File: src/rtl/led_blink_driver_pkg.sv
// Shared definitions for the LED blink driver: FSM state encoding,
// default phase timing for the 50 MHz board clock, and a small
// width helper used to size the phase timer.
package led_blink_driver_pkg;

  // 2-bit state encoding shared with anything that decodes the FSM.
  typedef enum logic [1:0] {
    LED_IDLE = 2'd0,
    LED_ON   = 2'd1,
    LED_OFF  = 2'd2
  } led_state_e;

  // Board clock and default blink timing: 0.25 s on, 0.25 s off at 50 MHz.
  localparam int unsigned CLK_HZ           = 50_000_000;
  localparam int unsigned DEF_ON_TIME      = CLK_HZ / 4;
  localparam int unsigned DEF_OFF_TIME     = CLK_HZ / 4;
  localparam int unsigned DEF_BLINK_W      = 4;

  // Larger of two phase lengths; the timer must be able to hold either.
  function automatic int unsigned max2(input int unsigned a, input int unsigned b);
    return (a > b) ? a : b;
  endfunction

endpackage

File: src/rtl/led_blink_driver_if.sv
// Request/status bundle between the game control logic and the LED driver.
// The control side is the master (issues requests, watches status); the
// driver is the slave (consumes requests, drives the LED and status pulses).
interface led_blink_driver_if #(
  parameter int unsigned BLINK_W = 4
);
  logic               req;       // one-cycle request strobe
  logic [BLINK_W-1:0] n_blinks;  // blink count, meaningful only with req
  logic               led_out;   // LED drive, 1 = lit
  logic               busy;      // a sequence is playing
  logic               done;      // one-cycle pulse at sequence end
  logic               overflow;  // one-cycle pulse when a request is dropped

  modport master (
    output req, n_blinks,
    input  led_out, busy, done, overflow
  );

  modport slave (
    input  req, n_blinks,
    output led_out, busy, done, overflow
  );
endinterface

File: src/rtl/led_blink_driver.sv
// Turns request strobes into N blinks of ON_TIME high / OFF_TIME low on the LED pin.
// Latency: LED lights one cycle after an accepted request; all outputs registered.
// Backpressure: none; one request is buffered while playing, a further one is dropped with overflow.
module led_blink_driver
  import led_blink_driver_pkg::*;
#(
  parameter int unsigned ON_TIME  = DEF_ON_TIME,
  parameter int unsigned OFF_TIME = DEF_OFF_TIME,
  parameter int unsigned BLINK_W  = DEF_BLINK_W
) (
  input  logic                    clk,
  input  logic                    reset,
  led_blink_driver_if.slave       bus
);

  localparam int unsigned TMAX = max2(ON_TIME, OFF_TIME);
  localparam int unsigned TW   = $clog2(TMAX + 1);

  // Terminal timer values: a phase lasts timer values 0 .. LAST inclusive.
  localparam logic [TW-1:0] ON_LAST  = TW'(ON_TIME - 1);
  localparam logic [TW-1:0] OFF_LAST = TW'(OFF_TIME - 1);

  led_state_e         state_q, state_d;
  logic [TW-1:0]      timer_q, timer_d;
  logic [BLINK_W-1:0] remain_q, remain_d;
  logic               pend_vld_q, pend_vld_d;
  logic [BLINK_W-1:0] pend_cnt_q, pend_cnt_d;
  logic               led_q, busy_q, done_q, ovf_q;
  logic               done_d, ovf_d;

  logic               req_nz;     // request carrying a non-zero count
  logic               req_taken;  // request already used to start a sequence
  logic               pend_free;  // pending slot empty (or emptied this cycle)

  // A zero-count request is ignored everywhere, so qualify it once here.
  assign req_nz = bus.req && (bus.n_blinks != '0);

  // Next-state logic: phase timing, blink counting, pending-slot handling.
  always_comb begin
    state_d    = state_q;
    timer_d    = timer_q;
    remain_d   = remain_q;
    pend_vld_d = pend_vld_q;
    pend_cnt_d = pend_cnt_q;
    done_d     = 1'b0;
    ovf_d      = 1'b0;
    req_taken  = 1'b0;
    pend_free  = !pend_vld_q;

    case (state_q)
      LED_IDLE: begin
        if (req_nz) begin
          remain_d  = bus.n_blinks;
          timer_d   = '0;
          state_d   = LED_ON;
          req_taken = 1'b1;
        end
      end

      LED_ON: begin
        if (timer_q == ON_LAST) begin
          timer_d  = '0;
          remain_d = remain_q - BLINK_W'(1);
          state_d  = LED_OFF;
        end else begin
          timer_d = timer_q + TW'(1);
        end
      end

      LED_OFF: begin
        if (timer_q == OFF_LAST) begin
          timer_d = '0;
          if (remain_q != '0) begin
            state_d = LED_ON;
          end else begin
            done_d = 1'b1;
            if (pend_vld_q) begin
              // Chain the buffered sequence with no idle gap; the slot is
              // free again, so a request arriving now can refill it.
              remain_d   = pend_cnt_q;
              pend_vld_d = 1'b0;
              pend_free  = 1'b1;
              state_d    = LED_ON;
            end else if (req_nz) begin
              // A request landing on the final edge would otherwise be
              // parked in an idle machine; start it directly instead.
              remain_d  = bus.n_blinks;
              state_d   = LED_ON;
              req_taken = 1'b1;
            end else begin
              state_d = LED_IDLE;
            end
          end
        end else begin
          timer_d = timer_q + TW'(1);
        end
      end

      default: begin
        state_d = LED_IDLE;
        timer_d = '0;
      end
    endcase

    // Requests during a sequence go to the one-entry slot; first one wins.
    if ((state_q != LED_IDLE) && req_nz && !req_taken) begin
      if (pend_free) begin
        pend_vld_d = 1'b1;
        pend_cnt_d = bus.n_blinks;
      end else begin
        ovf_d = 1'b1;
      end
    end
  end

  // State, counters, pending slot and registered outputs; async reset abandons any sequence.
  always_ff @(posedge clk or posedge reset) begin
    if (reset) begin
      state_q    <= LED_IDLE;
      timer_q    <= '0;
      remain_q   <= '0;
      pend_vld_q <= 1'b0;
      pend_cnt_q <= '0;
      led_q      <= 1'b0;
      busy_q     <= 1'b0;
      done_q     <= 1'b0;
      ovf_q      <= 1'b0;
    end else begin
      state_q    <= state_d;
      timer_q    <= timer_d;
      remain_q   <= remain_d;
      pend_vld_q <= pend_vld_d;
      pend_cnt_q <= pend_cnt_d;
      led_q      <= (state_d == LED_ON);
      busy_q     <= (state_d != LED_IDLE);
      done_q     <= done_d;
      ovf_q      <= ovf_d;
    end
  end

  assign bus.led_out  = led_q;
  assign bus.busy     = busy_q;
  assign bus.done     = done_q;
  assign bus.overflow = ovf_q;

endmodule

File: src/flat_wrapper.sv
// flat-port wrapper written by rule: the top's interface ports become plain ports
module led_blink_driver_flat import led_blink_driver_pkg::*;
#(
  parameter int unsigned ON_TIME  = DEF_ON_TIME,
  parameter int unsigned OFF_TIME = DEF_OFF_TIME,
  parameter int unsigned BLINK_W  = DEF_BLINK_W
)
  (clk, reset, bus_req, bus_n_blinks, bus_led_out, bus_busy, bus_done, bus_overflow);
  led_blink_driver_if #(.BLINK_W(BLINK_W)) bus_i ();
  input  logic clk;
  input  logic reset;
  input wire logic [$bits(bus_i.req)-1:0] bus_req;
  input wire logic [$bits(bus_i.n_blinks)-1:0] bus_n_blinks;
  output wire logic [$bits(bus_i.led_out)-1:0] bus_led_out;
  output wire logic [$bits(bus_i.busy)-1:0] bus_busy;
  output wire logic [$bits(bus_i.done)-1:0] bus_done;
  output wire logic [$bits(bus_i.overflow)-1:0] bus_overflow;
  assign bus_i.req = bus_req;
  assign bus_i.n_blinks = bus_n_blinks;
  assign bus_led_out = bus_i.led_out;
  assign bus_busy = bus_i.busy;
  assign bus_done = bus_i.done;
  assign bus_overflow = bus_i.overflow;
  led_blink_driver #(.ON_TIME(ON_TIME), .OFF_TIME(OFF_TIME), .BLINK_W(BLINK_W)) u_core (.clk(clk), .reset(reset), .bus(bus_i));
endmodule
File: config.mk
export PLATFORM = sky130hd
export DESIGN_NAME = led_blink_driver_flat
export DESIGN_NICKNAME = d
export VERILOG_FILES = /design/src/rtl/led_blink_driver_pkg.sv /design/src/rtl/led_blink_driver_if.sv /design/src/rtl/led_blink_driver.sv /design/src/flat_wrapper.sv
export SDC_FILE = /design/constraint.sdc
export NUM_CORES = 1
export LEC_CHECK = 0
export ABC_AREA = 1
export CAP_MARGIN = 20
export CORE_ASPECT_RATIO = 1.25
export CORE_MARGIN = 1
export CORE_UTILIZATION = 60
export CTS_BUF_LIST = sky130_fd_sc_hd__clkbuf_8
export DETAILED_ROUTE_END_ITERATION = 12
export PLACE_DENSITY = 0.84
export SYNTH_ARGS = -nofsm -noshare
export SYNTH_HDL_FRONTEND = slang
export SYNTH_SLANG_ARGS = --single-unit
export TNS_END_PERCENT = 10
File: constraint.sdc
create_clock -name clk -period 3.6 [get_ports clk]
set_input_delay 0.72 -clock clk [delete_from_list [all_inputs] [get_ports clk]]
set_output_delay 0.72 -clock clk [all_outputs]
set_load 0.005 [all_outputs]
======== After elaboration in Yosys (flattened, before gate mapping) ========
Index checks and enable logic that the tools add are counted.
storage, ports and cells
  bits in registers ....................... 39
  input port bits ......................... 7
  output and inout bits ................... 4
operators by class
  add/sub/neg operators ................... 2
  equality and inequality tests ........... 8
  multiplexer cells ....................... 35
  reductions and logical operators ........ 14
operators with widths
  kind                     count
  $mux W24                 2
  $pmux W24 S2             1
  $add A24 B1 Y24 const B  1
  $eq A24 B24 Y1 const B   1
  $mux W4                  5
  $mux W1                  19
  $pmux W4 S3              1
  $mux W2                  5
  $reduce_bool A4 Y1       2
  $ne A2 B1 Y1 const B     3
  $pmux W2 S3              1
  $eq A2 B1 Y1 const B     2
  $reduce_and A4 Y1        1
  $reduce_bool A2 Y1       2
  $sub A4 B1 Y4 const B    1
  $logic_and A1 B1 Y1      3
  $reduce_bool A3 Y1       1
  $eq A2 B2 Y1 const B     1
  $logic_not A1 Y1         2
  $logic_not A2 Y1         1
  $ne A2 B2 Y1 const B     1
  $pmux W1 S2              1
  $reduce_and A2 Y1        1
  $reduce_or A2 Y1         1

======== Depth between registers and ports, before layout ========
  depth after elaboration ................. 10
  depth in mapped cells ................... 11
  gate-level depth less buffers ........... 11

======== Worst setup path after synthesis ========
Ideal clock, no wire load.
  path type ............................... input to register
  start point ............................. input bus_n_blinks[1]
  end point ............................... register u_core.led_q (netlist: u_core.bus.led_out)
  setup time .............................. 0.124 ns
  arrival time ............................ 1.594 ns
  required time ........................... 3.476 ns
  slack ................................... 1.883 ns
  stages .................................. 6
  buffers on the path ..................... 0
  path through ............................ nor2_1 -> nand2_1 -> a21boi_2 -> nand2_1 -> a31oi_2 -> nor2_1
between the ends
  elaborated cells on any way between the ends .. 9
  those cells by class .................... eq/ne: 1; mux: 6; reduce/logical: 2
RTL lines
  what                    line                     source
  start: declaration      flat_wrapper.sv:13       input wire logic [$bits(bus_i.n_blinks)-1:0] bus_n_blinks;
  $reduce_bool A4 Y1      led_blink_driver.sv:36   assign req_nz = bus.req && (bus.n_blinks != '0);
  $logic_and A1 B1 Y1     led_blink_driver.sv:36
  $mux W2                 led_blink_driver.sv:52   if (req_nz) begin
  $pmux W2 S3             led_blink_driver.sv:50   case (state_q)
  net u_core.state_d[1]   led_blink_driver.sv:23   led_state_e state_q, state_d;
  $eq A2 B1 Y1            led_blink_driver.sv:134  led_q <= (state_d == LED_ON);
  end signal: assignment  led_blink_driver.sv:134
  end: declaration        led_blink_driver.sv:28   logic led_q, busy_q, done_q, ovf_q;
The timed path passes the listed nets, and every way through them passes these cells.
A chain may end at the register's enable or synchronous reset.

======== Worst setup path in the final report ========
  start point ............................. input bus_n_blinks[1]
  end point ............................... register u_core.timer_q[21]
between the ends
  word-level cells in the longest chain between the ends .. 3
ends and longest elaborated chain
  what                           line                     source
  $reduce_bool A4 Y1             led_blink_driver.sv:36
  $logic_and A1 B1 Y1            led_blink_driver.sv:36
  $ne A2 B1 Y1 (no source line)  -
  end signal: assignment         led_blink_driver.sv:130  timer_q <= timer_d;
  end: declaration               led_blink_driver.sv:24   logic [TW-1:0] timer_q, timer_d;
No other way between the ends.

==> out/results.txt <==
Slew headroom: 57.6%
Asr flop ratio synth: 100%
Hold Path Origin: u_core.pend_cnt_q[0]$_DFFE_PP0P_
Largest cells by area after synthesis: dfrtp_1, nand2_1, nor2_1
Power Dens Cells: 277 nW/um^2
Multi-input gate area: 1240 sq um
Tot GR Track Use: 27.4%
Clk_skew: 0.00797 ns
Drt drc: 0
I/O Pins: 11
Num Clock Sinks: 39
Dpl cell area: 2580 sq um
Setup bufs post-CTS: 0
Total global routing overflow: 0
Top post-synthesis cells by count: nand2_1, nor2_1, inv_1, dfrtp_1, nand3_1
1st-iter DRT viols: 132
CP Max Fanout: 15
Final hold violations: 0
Area taken by flip-flops and latches: 976 sq um
Syn Area/Cell: 7.13 sq um
CP Data Required Time: 3.82 ns
Via count: 2232
Clock-pin slew of the registers on the worst-case setup and hold paths: 0.07 ns
GPL Wtd Cong: 0.883
Final antenna-violating net count: 0
Post-Syn Nets: 354
Critical Path Start: bus_n_blinks[1]
Crit Path Class: primary input to register
Die ar.: 4310 sq um
Starting density of the core: 63.7%
RSZ-0062 raised after global routing: no
Post-Route WL: 5210 microns
DPL Wire Length: 4020 microns
Fmax: 406 MHz
Final setup vio count: 0
Drt first pass iters: 4
CP startpoint kind: primary input
Most common cell in the netlist: nand2_1
Sequential area share after synthesis: 40.1%
Cell Rows: 25
Die Ht: 73.2 microns
Hold Path Class: register to register
Vias/cell: 5.46
Outcome: finished, final reports clean
Worst-Skew Late Latency: 0.28 ns
Synth Instances: 341
Post-synth EDFFs: 0
Least-Margin Pin Slew: 0.632 ns
Yosys warns: 0
Nets: 367
Tmin final: 2.46 ns
Critical path capture point type: register
Leak Pwr: 1.40 nW
Design Area, Final: 2660 sq um
CTS tree: yes
Arrival @ worst endpoint: 2.68 ns
Post-CTS sizing: 0
# fillers: 339
Inserted Diodes: 0
Synth Cell Area: 2430 sq um
# H-tree levels: 2
TritonCTS buffer count: 5
Largest net degree at the start of global routing: 40
Max cap viols: 0
Die Span X: 59.0 microns
Wire per inst: 12.7 microns
IO buf count: 10
Pins Over Slew Limit: 0
Synth cell types: 35
Area share of the largest cell type after synthesis: 40.1%
Max clock buf depth: 2
Fraction of layout cells with a size suffix above 1: 8.17%
First-pass GRT wire length: 8830 microns
Core area: 3820 sq um
Worst flop-to-flop path startpoint: u_core.state_q[0]$_DFF_PP0_
Peak VDD IR: 250 uV
Vias in the first global route: 2151
CTS Root Cell: clkbuf_8
Setup TNS: 0 ns
Biggest area consumer among synthesized cells: dfrtp_1
Period utilization: 68.4%
#FFs+latches synth: 39
Layout area overhead: 9.31%
Commonest register cell after synthesis: dfrtp_1
Initial antenna violation count: 0
CTS Hold Buffers Added: 0
==> state kept, by name (all words and copies together) (netlist names) <==
signal               cells
u_core.pend_vld_q        1
u_core.bus.done          1
u_core.bus.busy          1
u_core.state_q           2
u_core.bus.overflow      1
u_core.timer_q          24
u_core.bus.led_out       1
u_core.pend_cnt_q        4
u_core.remain_q          4
==> report_power, final <==
| part | switching, W | total, W | internal (W) |
|---|---|---|---|
| Combinational | 0.0000160 | 0.0000250 | 0.00000903 |
| Clock | 0.000141 | 0.000271 | 0.000130 |
| Sequential | 0.000000147 | 0.000439 | 0.000439 |
| Total | 0.000157 | 0.000735 | 0.000578 |
==> layer usage <==
metal	GRT usage (%)	vias up	part of all wire [%]
li1	-	1123	-
met1	28.7	1051	41
met2	51.1	44	53
met3	5.50	14	3.1
met4	13.2	0	2.5
met5	0	-	0
==> layout make-up <==
cell class                      instances  area share [%]
Timing Repair Buffer                   11            4.05
Clock inverter                          3           0.471
Inverter                               47            6.82
Clock buffer                            5            2.59
Multi-Input combinational cell        250            46.8
Tap cell                               54            2.54
Sequential cell                        39            36.7
==> cells by family (layout without fill, tap and decap cells) <==
logic type,count (synthesis),after routing,share of synthesized area (%)
buffers and inverters,52,66,8.69
adders and majority gates,6,6,3.09
DFF,39,39,40.1
xor gates and xnor gates,2,2,0.720
AOI/OAI and AO/OA,36,36,9.26
and+or+nand+nor,206,206,38.1
==> path summary, 6_finish.rpt <==
kind	end	slack, ns	cells past startpoint
max reg2reg	u_core.timer_q[12]$_DFFE_PP0P_	1.66	6
max in group asynchronous	u_core.timer_q[3]$_DFFE_PP0P_	2.39	3
min in group asynchronous	u_core.timer_q[19]$_DFFE_PP0P_	0.87	3
min reg2reg	u_core.pend_cnt_q[0]$_DFFE_PP0P_	0.50	2
min	u_core.pend_cnt_q[0]$_DFFE_PP0P_	0.50	2
max	u_core.timer_q[21]$_DFFE_PP0P_	1.14	11
==> cells in the final DEF, fill, tap and decap left out, types with 2 or more instances in the layout <==
master,count
inv_1,46
dfrtp_1,39
a211oi_2,2
nor2_2,3
ha_1,6
nand4_1,9
o21ai_0,16
nor3_1,12
nand3_1,30
nand2_1,85
o211ai_1,4
and3_1,2
xor2_1,2
nand2_2,6
clkbuf_8,5
inv_2,2
nor2_1,50
a21oi_1,9
clkdlybuf4s50_1,10
==> worst max-delay path, stage by stage <==
cell             delay, ns
clkdlybuf4s50_1       0.52
nor2_1                0.06
nand2_1               0.09
nand2_1               0.25
nand2_2               0.34
nand3_2               0.18
nor2_2                0.18
nand3_1               0.12
nand2_1               0.09
nand2_1               0.05
nor2_1                0.08
==> per-stage QoR <==
stage                     worst slack (ns)  hold slack [ns]  utilization [%]  cells  power (W)
after floorplan                       1.88            0.442                -    341   0.000459
after global placement               0.944            0.476             67.5    401   0.000472
after detailed placement             0.872            0.487             67.5    401   0.000473
after CTS                             1.17            0.502             69.7    409   0.000747
after global routing                 0.947            0.522             69.7    409   0.000767
final                                 1.14            0.501             69.7    409   0.000735
(Power assumes the default switching activity.)
